<file path="config.mk">
export PLATFORM = sky130hd
export DESIGN_NAME = seq_divider
export DESIGN_NICKNAME = d
export VERILOG_FILES = /design/src/rtl/alu_pkg.sv /design/src/rtl/div_step.sv /design/src/rtl/seq_divider.sv
export SDC_FILE = /design/constraint.sdc
export NUM_CORES = 1
export LEC_CHECK = 0
export CAP_MARGIN = 20
export CORE_AREA = 2 2 109 132
export CTS_CLUSTER_SIZE = 28
export DETAILED_ROUTE_END_ITERATION = 16
export DIE_AREA = 0 0 111 134
export SETUP_SLACK_MARGIN = 0.4
export SLEW_MARGIN = 5
export SYNTH_ARGS = -nofsm -noshare
export SYNTH_HDL_FRONTEND = slang
export SYNTH_SLANG_ARGS = --single-unit
</file>
<file path="constraint.sdc">
create_clock -name clk -period 3.03 [get_ports clk]
set_input_delay 0.606 -clock clk [delete_from_list [all_inputs] [get_ports clk]]
set_output_delay 0.606 -clock clk [all_outputs]
set_load 0.02 [all_outputs]
</file>
<file path="src/rtl/alu_pkg.sv">
// Shared ALU definitions: datapath width, divider FSM states and the divide-by-zero quotient.
package alu_pkg;

  localparam int ALU_WIDTH = 16;

  localparam logic [ALU_WIDTH-1:0] DIV0_QUOT = '1;

  typedef enum logic [1:0] {
    IDLE,
    CALC,
    DONE
  } div_state_t;

endpackage

</file>
<file path="src/rtl/div_step.sv">
// One restoring shift-subtract step: shift the next dividend bit into the partial remainder and
// subtract the divisor when it fits.
module div_step
  import alu_pkg::*;
#(
  parameter int WIDTH = ALU_WIDTH
) (
  input  logic [WIDTH-1:0] r,
  input  logic             q_msb,
  input  logic [WIDTH-1:0] divisor,
  output logic [WIDTH-1:0] r_next,
  output logic             q_bit
);

  logic [WIDTH-1:0] t;

  // The partial remainder is always below the divisor, so T - divisor fits in WIDTH bits
  // whenever the (WIDTH+1)-bit compare succeeds.
  always_comb begin
    t      = {r[WIDTH-2:0], q_msb};
    q_bit  = ({r[WIDTH-1], t} >= {1'b0, divisor});
    r_next = q_bit ? (t - divisor) : t;
  end

endmodule

</file>
<file path="src/rtl/seq_divider.sv">
// Multi-cycle restoring divider, one quotient bit per clock, done pulse with quotient/remainder.
// Define DIV_SIGNED_EN for two's-complement operands (truncating quotient, remainder takes dividend sign).
module seq_divider
  import alu_pkg::*;
#(
  parameter int WIDTH = ALU_WIDTH
) (
  input  logic             clk,
  input  logic             rst_n,
  input  logic             start,
  input  logic [WIDTH-1:0] dividend,
  input  logic [WIDTH-1:0] divisor,
  output logic             busy,
  output logic             done,
  output logic [WIDTH-1:0] quotient,
  output logic [WIDTH-1:0] remainder,
  output logic             div_by_zero
);

  localparam int CNT_W = $clog2(WIDTH);

  div_state_t       state_q, state_d;
  logic [CNT_W-1:0] cnt_q, cnt_d;
  logic [WIDTH-1:0] r_q, r_d;
  logic [WIDTH-1:0] q_q, q_d;
  logic [WIDTH-1:0] dvsr_q, dvsr_d;
  logic [WIDTH-1:0] quot_q, quot_d;
  logic [WIDTH-1:0] rem_q, rem_d;
  logic             dbz_q, dbz_d;
  logic             zpend_q, zpend_d;

  logic [WIDTH-1:0] step_r;
  logic             step_qbit;
  logic [WIDTH-1:0] q_shift;

`ifdef DIV_SIGNED_EN
  logic qneg_q, qneg_d;
  logic rneg_q, rneg_d;

  function automatic logic [WIDTH-1:0] magnitude(input logic [WIDTH-1:0] v);
    return v[WIDTH-1] ? (~v + 1'b1) : v;
  endfunction

  function automatic logic [WIDTH-1:0] apply_sign(input logic [WIDTH-1:0] v, input logic neg);
    return neg ? (~v + 1'b1) : v;
  endfunction
`endif

  div_step #(.WIDTH(WIDTH)) u_step (
    .r       (r_q),
    .q_msb   (q_q[WIDTH-1]),
    .divisor (dvsr_q),
    .r_next  (step_r),
    .q_bit   (step_qbit)
  );

  assign q_shift = {q_q[WIDTH-2:0], step_qbit};

  always_comb begin
    state_d = state_q;
    cnt_d   = cnt_q;
    r_d     = r_q;
    q_d     = q_q;
    dvsr_d  = dvsr_q;
    quot_d  = quot_q;
    rem_d   = rem_q;
    dbz_d   = dbz_q;
    zpend_d = zpend_q;
`ifdef DIV_SIGNED_EN
    qneg_d  = qneg_q;
    rneg_d  = rneg_q;
`endif
    case (state_q)
      IDLE: begin
        if (start) begin
          state_d = CALC;
          r_d     = '0;
          dvsr_d  = divisor;
          cnt_d   = CNT_W'(WIDTH - 1);
          zpend_d = (divisor == '0);
          q_d     = dividend;
`ifdef DIV_SIGNED_EN
          if (divisor != '0) begin
            q_d    = magnitude(dividend);
            dvsr_d = magnitude(divisor);
          end
          qneg_d = dividend[WIDTH-1] ^ divisor[WIDTH-1];
          rneg_d = dividend[WIDTH-1];
`endif
        end
      end
      CALC: begin
        // A zero divisor spends one cycle here (holding the raw dividend in Q) so its
        // done lands two cycles after start.
        if (zpend_q) begin
          state_d = DONE;
          zpend_d = 1'b0;
          quot_d  = {WIDTH{DIV0_QUOT[0]}};
          rem_d   = q_q;
          dbz_d   = 1'b1;
        end else begin
          r_d = step_r;
          q_d = q_shift;
          if (cnt_q == '0) begin
            state_d = DONE;
            dbz_d   = 1'b0;
`ifdef DIV_SIGNED_EN
            quot_d  = apply_sign(q_shift, qneg_q);
            rem_d   = apply_sign(step_r, rneg_q);
`else
            quot_d  = q_shift;
            rem_d   = step_r;
`endif
          end else begin
            cnt_d = cnt_q - 1'b1;
          end
        end
      end
      DONE:    state_d = IDLE;
      default: state_d = IDLE;
    endcase
  end

  always_ff @(posedge clk or negedge rst_n) begin
    if (!rst_n) begin
      state_q <= IDLE;
      cnt_q   <= '0;
      r_q     <= '0;
      q_q     <= '0;
      dvsr_q  <= '0;
      quot_q  <= '0;
      rem_q   <= '0;
      dbz_q   <= 1'b0;
      zpend_q <= 1'b0;
`ifdef DIV_SIGNED_EN
      qneg_q  <= 1'b0;
      rneg_q  <= 1'b0;
`endif
    end else begin
      state_q <= state_d;
      cnt_q   <= cnt_d;
      r_q     <= r_d;
      q_q     <= q_d;
      dvsr_q  <= dvsr_d;
      quot_q  <= quot_d;
      rem_q   <= rem_d;
      dbz_q   <= dbz_d;
      zpend_q <= zpend_d;
`ifdef DIV_SIGNED_EN
      qneg_q  <= qneg_d;
      rneg_q  <= rneg_d;
`endif
    end
  end

  assign busy        = (state_q != IDLE);
  assign done        = (state_q == DONE);
  assign quotient    = quot_q;
  assign remainder   = rem_q;
  assign div_by_zero = dbz_q;

endmodule
</file>
### Word level (Yosys, flattened, before mapping)

Cells that the tools add are included.

* bitwise logic cells: 0
* add/subtract/negate cells: 2
* multiplexer cells: 23
* multipliers: 0
* reductions and logical operators: 12
* shifts and indexed selects: 0
* divide/modulo/power cells: 0
* equal/unequal tests: 6
* $lt $le $gt $ge: 1

Operator list (count)
* $mux 16: 9
* $pmux 16 s2: 2
* $ge 17x16->1: 1
* $logic_not 16->1: 1
* $sub 16x16->16: 1
* $mux 4: 3
* $pmux 4 s2: 1
* $reduce_and 2->1: 4
* $mux 2: 3
* $ne 2x2->1 const B: 3
* $reduce_bool 2->1: 3
* $logic_not 4->1: 1
* $pmux 2 s2: 1
* $reduce_and 4->1: 1
* $sub 4x1->4 const B: 1
* $mux 1: 3
* $ne 3x3->1 const B: 1
* $reduce_and 3->1: 1
* $eq 2x1->1 const B: 1
* $eq 2x2->1 const B: 1
* $logic_not 2->1: 1
* $pmux 1 s2: 1

* memories kept: 0
* logic and storage cells: 53
* bits in writable memories: 0
* memory bits (read-only): 0
* output and inout bits: 35
* bits in registers: 88
* bits in latches: 0
* input bits: 35

### Longest topological paths before layout

Gate-level depths: netlist of the first run.

* depth in word-level cells: 4
* depth in mapped cells: 12
* mapped depth without buffers: 11

### Hierarchy

From an unflattened synthesis of the first run, not the netlist that was laid out.

* cells, all modules: 536
* area total of the unflattened synthesis: 4988.5 um^2

Modules (own cells, without submodules)
* seq_divider: cells each 379, area an instance 3758.6 um^2, times used 1, seq. area each 2202.1 um^2
* div_step: cells each 157, area an instance 1229.9 um^2, times used 1, seq. area each 0.0 um^2

### Worst setup path before layout of the first run

OpenSTA, ideal clock, no wires.

* path type: reg-to-reg
* start: register r_q[5]
* end: register rem_q[12] (netlist: remainder[12])
* arrival: 2.239 ns
* period minus slack after synthesis: 2.331 ns
* stages on the path, launching flop included: 10
* setup time: 0.092 ns
* path buffers: 1
* required time: 2.938 ns
* slack: 0.699 ns
* cells stage by stage: dfrtp_1 > ha_1 > a211oi_2 > nor2_1 > a311o_1 > o21ai_2 > o21bai_1 > buf_6 > mux2_4 > o31ai_2

* longest elaborated chain between the ends: 4
* elaborated cells on any way between the ends: 5
* those cells by class: add/sub (1); order compare (1); mux (3)

Ends and longest elaborated chain
* from (decl): RTL line seq_divider.sv:24 `logic [WIDTH-1:0] r_q, r_d;`
* from (signal assigned): RTL line seq_divider.sv:142 `r_q <= r_d;`
* $sub 16x16->16 / $ge 17x16->1 (equally long branches): RTL line div_step.sv:22, div_step.sv:21
* $mux 16 (*): RTL line div_step.sv:22 `r_next = q_bit ? (t - divisor) : t;`
* $mux 16 (*): RTL line seq_divider.sv:104 `if (cnt_q == '0) begin`
* $mux 16 (*): RTL line seq_divider.sv:95 `if (zpend_q) begin`
* to (signal assigned): RTL line seq_divider.sv:146 `rem_q <= rem_d;`
* to (decl): RTL line seq_divider.sv:28 `logic [WIDTH-1:0] rem_q, rem_d;`

Mark *: on every way between the ends. The rest lies on a longest branch, timed or not. The select of a mux whose other input is x is not followed.
A chain may end at the register's enable or synchronous reset.

### Final worst setup path of the first run

Ends and elaborated chain as after synthesis.

==> results.sh, run 1 <==
export IMPL_status="finished, final reports clean"
export IMPL_ios=70
export IMPL_wl_per_cell_um=16.66
export IMPL_htree_levels=3
export IMPL_instances_no_fill=760
export IMPL_cts_buffers=9
export IMPL_vias=4035
export IMPL_synth_edff_count=0
export IMPL_fin_crit_ns=2.516
export IMPL_finalHoldViolCount=0
export IMPL_numClockSinks=88
export IMPL_start_kind="register"
export IMPL_ys_types=58
export IMPL_cts_tree="done"
export IMPL_crit_chain="ha_2, and3_2, and3_1, a41oi_2, o21ai_2, o21bai_2, buf_12, mux2_4, o31ai_2"
export IMPL_drt_vias_per_instance=5.309
export IMPL_synth_ff_type="dfrtp_1"
export IMPL_fin_crit_sh=0.8305
export IMPL_worstPathRequired_ns=3.29
export IMPL_hpwlAfterDp_um=9255
export IMPL_slew_headroom=0.5111
export IMPL_grtUsageTotal=0.1732
export IMPL_n_antenna_cell=0
export IMPL_endpoint_kind="register"
export IMPL_dpl_cell_count=741
export IMPL_finalWirelength_um=12660
export IMPL_avgSynthCellArea_um2=9.070
export IMPL_cts_clk_slew_worst_paths_ns=0.07
export IMPL_synth_seq_cells=88
export IMPL_fmax_mhz=397.4
export IMPL_leakagePower_nw=2.666
export IMPL_gp_congestion=0.8315
export IMPL_yosysWarnings=0
export IMPL_ant_nets=0
export IMPL_root_buffer="clkbuf_16"
export IMPL_dpl_cell_area_mm2=0.005573
export IMPL_drt_iter0_markers=274
export IMPL_path_depth=9
export IMPL_place_ws_ns=0.4552
export IMPL_fin_skew_ns=0.009513
export IMPL_setup_viol=0
export IMPL_grt_max_degree=58
export IMPL_clkLatencyLatePin_ns=0.35
export IMPL_drive_gt1_frac=0.08998
export IMPL_grt_overflow=0
export IMPL_die_h_um=134
export IMPL_worst_pin_slew_ns=0.7334
export IMPL_first_pass_iters=5
export IMPL_synthArstFlopShare=1.000
export IMPL_vdd_drop_max_mv=0.4436
export IMPL_die_x_um=111
export IMPL_start_util=0.3432
export IMPL_coreArea_mm2=0.01358
export IMPL_slowest_stage="dfrtp_1"
export IMPL_crit_type="register to register"
export IMPL_dieArea_mm2=0.01487
export IMPL_route_detailed_drc=0
export IMPL_syn_nets=567
export IMPL_crit_buf_inv=1
export IMPL_slew_violations=0
export IMPL_synth_area_mm2=0.004662
export IMPL_design_area_mm2=0.005954
export IMPL_hold_class="input pin to asynchronous set/reset pin"
export IMPL_antenna_found_initial=0
export IMPL_maxCapViolCount=0
export IMPL_grt_pass1_vias=3886
export IMPL_rows=47
export IMPL_rsz0062_at_grt="no"
export IMPL_yosysSeqAreaShare=0.4724
export IMPL_cp_data_arrival_time_ns=2.78
export IMPL_io_buffers=69
export IMPL_max_stage_delay_ns=0.41
export IMPL_critPathMaxFanout=17
export IMPL_setup_slack_ns=0.5137
export IMPL_synthCells=514
export IMPL_clk_path_buf_depth=2
export IMPL_crit_family="compound AO/OA/AOI/OAI gates"
export IMPL_area_growth_pct=27.72
export IMPL_grt_pass1_wl_um=20510
export IMPL_nets=637
export IMPL_fin_tns_setup_ns=0
export IMPL_r2r_cells=9
export IMPL_power_density_mw_per_mm2=1352
timing repair:
action / in CTS / in global routing
hold buffers: 0 / 0
gates resized for setup: 0 / 8
buffers inserted: 0 / 3
setup endpoints to repair: 0 / 19
metrics by stage:
step                      utilization  hold WS [ns]  total power [W]
after floorplan                     -        0.3104         0.005290
after global placement         0.4102        0.4502         0.006618
after detailed placement       0.4102        0.4555         0.006687
after CTS                      0.4327        0.3550         0.007863
after global routing           0.4383        0.3913         0.008668
final                          0.4383        0.3279         0.008052
Yosys cell counts (all sizes together), types with 6 or more instances:
| cell type | instances | share of area |
|---|---|---|
| a21oi | 22 | 0.024 |
| a22oi | 16 | 0.026 |
| and3 | 9 | 0.012 |
| clkbuf | 24 | 0.020 |
| dfrtp | 88 | 0.47 |
| ha | 17 | 0.046 |
| inv | 26 | 0.021 |
| mux2i | 13 | 0.028 |
| nand2 | 103 | 0.083 |
| nand3 | 9 | 0.0097 |
| nand3b | 9 | 0.014 |
| nor2 | 19 | 0.015 |
| nor2b | 8 | 0.011 |
| nor3 | 6 | 0.0064 |
| o21ai | 68 | 0.075 |
| xnor2 | 9 | 0.017 |
sequential cells by signal, indices dropped and copies added (netlist names):
| signal | cells |
|---|---|
| cnt_q | 4 |
| div_by_zero | 1 |
| dvsr_q | 16 |
| q_q | 16 |
| quotient | 16 |
| r_q | 16 |
| remainder | 16 |
| state_q | 2 |
| zpend_q | 1 |
where the power goes:
part           switching, W  internal (W)
Sequential         0.000410       0.00173
Clock              0.000499      0.000649
Combinational       0.00265       0.00211
final timing paths:
check,start,to,slack [ns]
hold reg to reg,quotient[7]$_DFFE_PN0P_,quotient[7]$_DFFE_PN0P_,0.46
setup reg to reg,r_q[5]$_DFFE_PN0P_,remainder[12]$_DFFE_PN0P_,0.51
hold / removal,rst_n,cnt_q[2]$_DFFE_PN0P_,0.33
max in group asynchronous,rst_n,remainder[12]$_DFFE_PN0P_,2.08
min in group clk,quotient[7]$_DFFE_PN0P_,quotient[7]$_DFFE_PN0P_,0.46
setup / recovery,r_q[5]$_DFFE_PN0P_,remainder[12]$_DFFE_PN0P_,0.51
placed cells by master (no fill, tap or decap), types with 3 or more instances in the layout:
cell             netlist  final
nor2_1                19     19
nor2b_1                8      8
inv_1                 26     26
nor4_1                 5      5
o21bai_1               4      3
nand3b_1               9      9
ha_1                  17     12
mux2i_1               13     12
nand2_1              103    103
dfrtp_1               88     88
clkdlybuf4s50_1        0     68
o22ai_1                5      5
o21ai_1               12     12
and3_1                 8      8
a22oi_1               16     16
o21ai_0               54     54
o31ai_1                3      3
nor3_1                 6      6
clkbuf_16              0      9
o211ai_1               3      3
nand2b_1               4      4
a21oi_1               22     20
ha_4                   0      3
xnor2_1                9      9
a21o_1                 4      4
buf_4                  0     15
nand3_1                9      9
metal layers:
layer	track usage	wire length, um	share of wire
met1	0.2355	5825	0.46
met2	0.2829	6015	0.48
met3	0.03118	635	0.050
met4	0.05486	183	0.014
met5	0	0	0
cell type report:
type	count	area (um^2)
clock inverter	7	80.08
multi-input combinational	374	2302
timing repair buffer	85	833.3
clock buffer	9	225.2
sequential	88	2202
tap	171	214.0
fill	1321	7630
inverter	26	97.59
logic make-up after synthesis:
logic type,share of synthesized area
buf+inv,0.04616
mux,0.03355
simple gates,0.1820
fa+ha+maj,0.04992
flops,0.4724
xor+xnor,0.02067
compound gates,0.1954
worst register-to-register path, stage by stage, from the launching register on:
cell	delay, ns
dfrtp_1	0.41
ha_2	0.39
and3_2	0.24
and3_1	0.19
a41oi_2	0.13
o21ai_2	0.18
o21bai_2	0.16
buf_12	0.19
mux2_4	0.32
o31ai_2	0.21
No activity file was read; power rests on OpenSTA's default activity.
==> inputs of run 2 (changes only) <==
==> constraint.sdc (replaced) <==
create_clock -name clk -period 2.15 [get_ports clk]
set_input_delay 0.43 -clock clk [delete_from_list [all_inputs] [get_ports clk]]
set_output_delay 0.43 -clock clk [all_outputs]
set_load 0.02 [all_outputs]
==> run 2 against run 1 <==
Net effect:
- the flow now finishes with violations (hold timing, setup timing)
- via count increased by 7.2%
- sequential share of layout area fell by 5.9 points
- critical path depth increased by 1
- hold slack worse by 0.33 ns
- sequential cell count unchanged
- worst setup slack got worse by 0.70 ns
- total power is 85% higher
- non-clock buffer count grew 85
- final area up 19%
- critical path type unchanged
- critical endpoint unchanged
- largest cell class unchanged
- largest power group unchanged
==> results.sh, run 2 (synthesized netlist as in run 1, its figures left out) <==
export IMPL_violations="hold timing, setup timing"
export IMPL_clkLatencyLatePin_ns=0.35
export IMPL_slew_violations=0
export IMPL_area_growth_pct=51.96
export IMPL_grt_max_degree=47
export IMPL_grtUsageTotal=0.1816
export IMPL_crit_buf_inv=2
export IMPL_n_antenna_cell=0
export IMPL_drive_gt1_frac=0.2834
export IMPL_start_util=0.3432
export IMPL_start_kind="register"
export IMPL_finalHoldViolCount=10
export IMPL_ios=70
export IMPL_fin_skew_ns=0.005383
export IMPL_cts_buffers=9
export IMPL_setup_slack_ns=-0.1890
export IMPL_hold_ws_ns=-0.007040
export IMPL_antenna_found_initial=0
export IMPL_critPathMaxFanout=7
export IMPL_fin_crit_sh=1.088
export IMPL_maxCapViolCount=0
export IMPL_design_area_mm2=0.007084
export IMPL_grt_overflow=0
export IMPL_max_stage_delay_ns=0.36
export IMPL_final_common_cell="nand2_1"
export IMPL_slowest_stage="dfrtp_1"
export IMPL_worst_pin_slew_ns=0.5281
export IMPL_cts_clk_slew_worst_paths_ns=0.07
export IMPL_n_fill_cell=1235
export IMPL_crit_type="register to register"
export IMPL_root_buffer="clkbuf_16"
export IMPL_fin_crit_ns=2.339
export IMPL_hpwlAfterDp_um=9914
export IMPL_first_pass_iters=4
export IMPL_clk_path_buf_depth=2
export IMPL_slew_headroom=0.6479
export IMPL_numClockSinks=88
export IMPL_drt_vias_per_instance=5.118
export IMPL_hold_class="input pin to asynchronous set/reset pin"
export IMPL_place_ws_ns=-0.2312
export IMPL_gp_congestion=0.8957
export IMPL_dpl_cell_count=815
export IMPL_grt_pass1_vias=4303
export IMPL_dieArea_mm2=0.01487
export IMPL_die_h_um=134
export IMPL_finalWirelength_um=13650
export IMPL_fmax_mhz=427.5
export IMPL_io_buffers=69
export IMPL_nets=722
export IMPL_worstPathRequired_ns=2.41
export IMPL_setup_viol=31
export IMPL_rows=47
export IMPL_wl_per_cell_um=16.15
export IMPL_power_total_w=0.01493
export IMPL_crit_family="compound AO/OA/AOI/OAI gates"
export IMPL_instances_no_fill=845
export IMPL_power_density_mw_per_mm2=2108
export IMPL_leakagePower_nw=3.433
export IMPL_crit_chain="inv_1, ha_4, a211oi_2, nor2_1, a311o_1, o21ai_2, o21bai_4, buf_6, mux2_4, o31ai_4"
export IMPL_die_x_um=111
export IMPL_endpoint_kind="register"
export IMPL_vdd_drop_max_mv=0.9081
export IMPL_htree_levels=3
export IMPL_drt_iter0_markers=189
export IMPL_status="finished with violations"
export IMPL_final_cell_mix="102 x nand2_1, 87 x dfrtp_1, 86 x buf_4, 44 x o21ai_0, 34 x clkdlybuf4s50_1"
export IMPL_ant_nets=0
export IMPL_grt_pass1_wl_um=21470
export IMPL_vias=4325
export IMPL_cp_data_arrival_time_ns=2.60
export IMPL_cts_tree="done"
export IMPL_rsz0062_at_grt="yes"
export IMPL_coreArea_mm2=0.01358
export IMPL_dpl_cell_area_mm2=0.006198
export IMPL_route_detailed_drc=0
[run 2: changes by cell type in the layout (fill, tap and decap cells not counted), sizes merged, moves of 2 or more]
cell	change
clkinv	-2
dlygate4sd2	+15
buf	+85
dlymetal6s2s	+18
clkdlybuf4s50	-34
[run 2: cell type report]
class	instances	area, um^2	area share
timing repair buffer	170	1577	0.2225
clock inverter	7	78.83	0.01113
inverter	26	97.59	0.01378
multi-input combinational	374	2689	0.3795
clock buffer	9	225.2	0.03179
sequential	88	2203	0.3110
tap	171	214.0	0.03020
[run 2: what timing repair did]
item                                    in CTS  in global routing
endpoints found under the setup margin      67                 66
buffers inserted                             7                  7
hold buffers                                 0                  0
gates resized for setup                     69                 55
pin swaps                                   15                 17
[run 2: stage by stage]
stage	utilization	setup TNS, ns
after floorplan	-	-1.062
after global placement	0.4563	-3.240
after detailed placement	0.4563	-4.386
after CTS	0.4998	-3.636
after global routing	0.5215	-6.748
final	0.5215	-3.719
[run 2: worst paths after layout]
check,start,to,slack [ns],cells after the start
max in group asynchronous,rst_n,r_q[2]$_DFFE_PN0P_,1.49,2
max,dvsr_q[6]$_DFFE_PN0P_,remainder[12]$_DFFE_PN0P_,-0.19,10
min in group clk,quotient[12]$_DFFE_PN0P_,quotient[12]$_DFFE_PN0P_,0.46,2
min reg2reg,quotient[12]$_DFFE_PN0P_,quotient[12]$_DFFE_PN0P_,0.46,2
max reg2reg,dvsr_q[6]$_DFFE_PN0P_,remainder[12]$_DFFE_PN0P_,-0.19,10
min,rst_n,quotient[13]$_DFFE_PN0P_,-0.007,1
[run 2: per-layer routing]
layer	GRT usage	part of all wire
met2	0.3187	0.51
met4	0.05000	0.0079
met3	0.03163	0.043
met1	0.2319	0.44
met5	0	0
[run 2: report_power, final]
group	switching (W)	internal [W]
clock	0.000712	0.000916
combinational	0.00496	0.00533
sequential	0.000582	0.00243
total	0.00625	0.00868
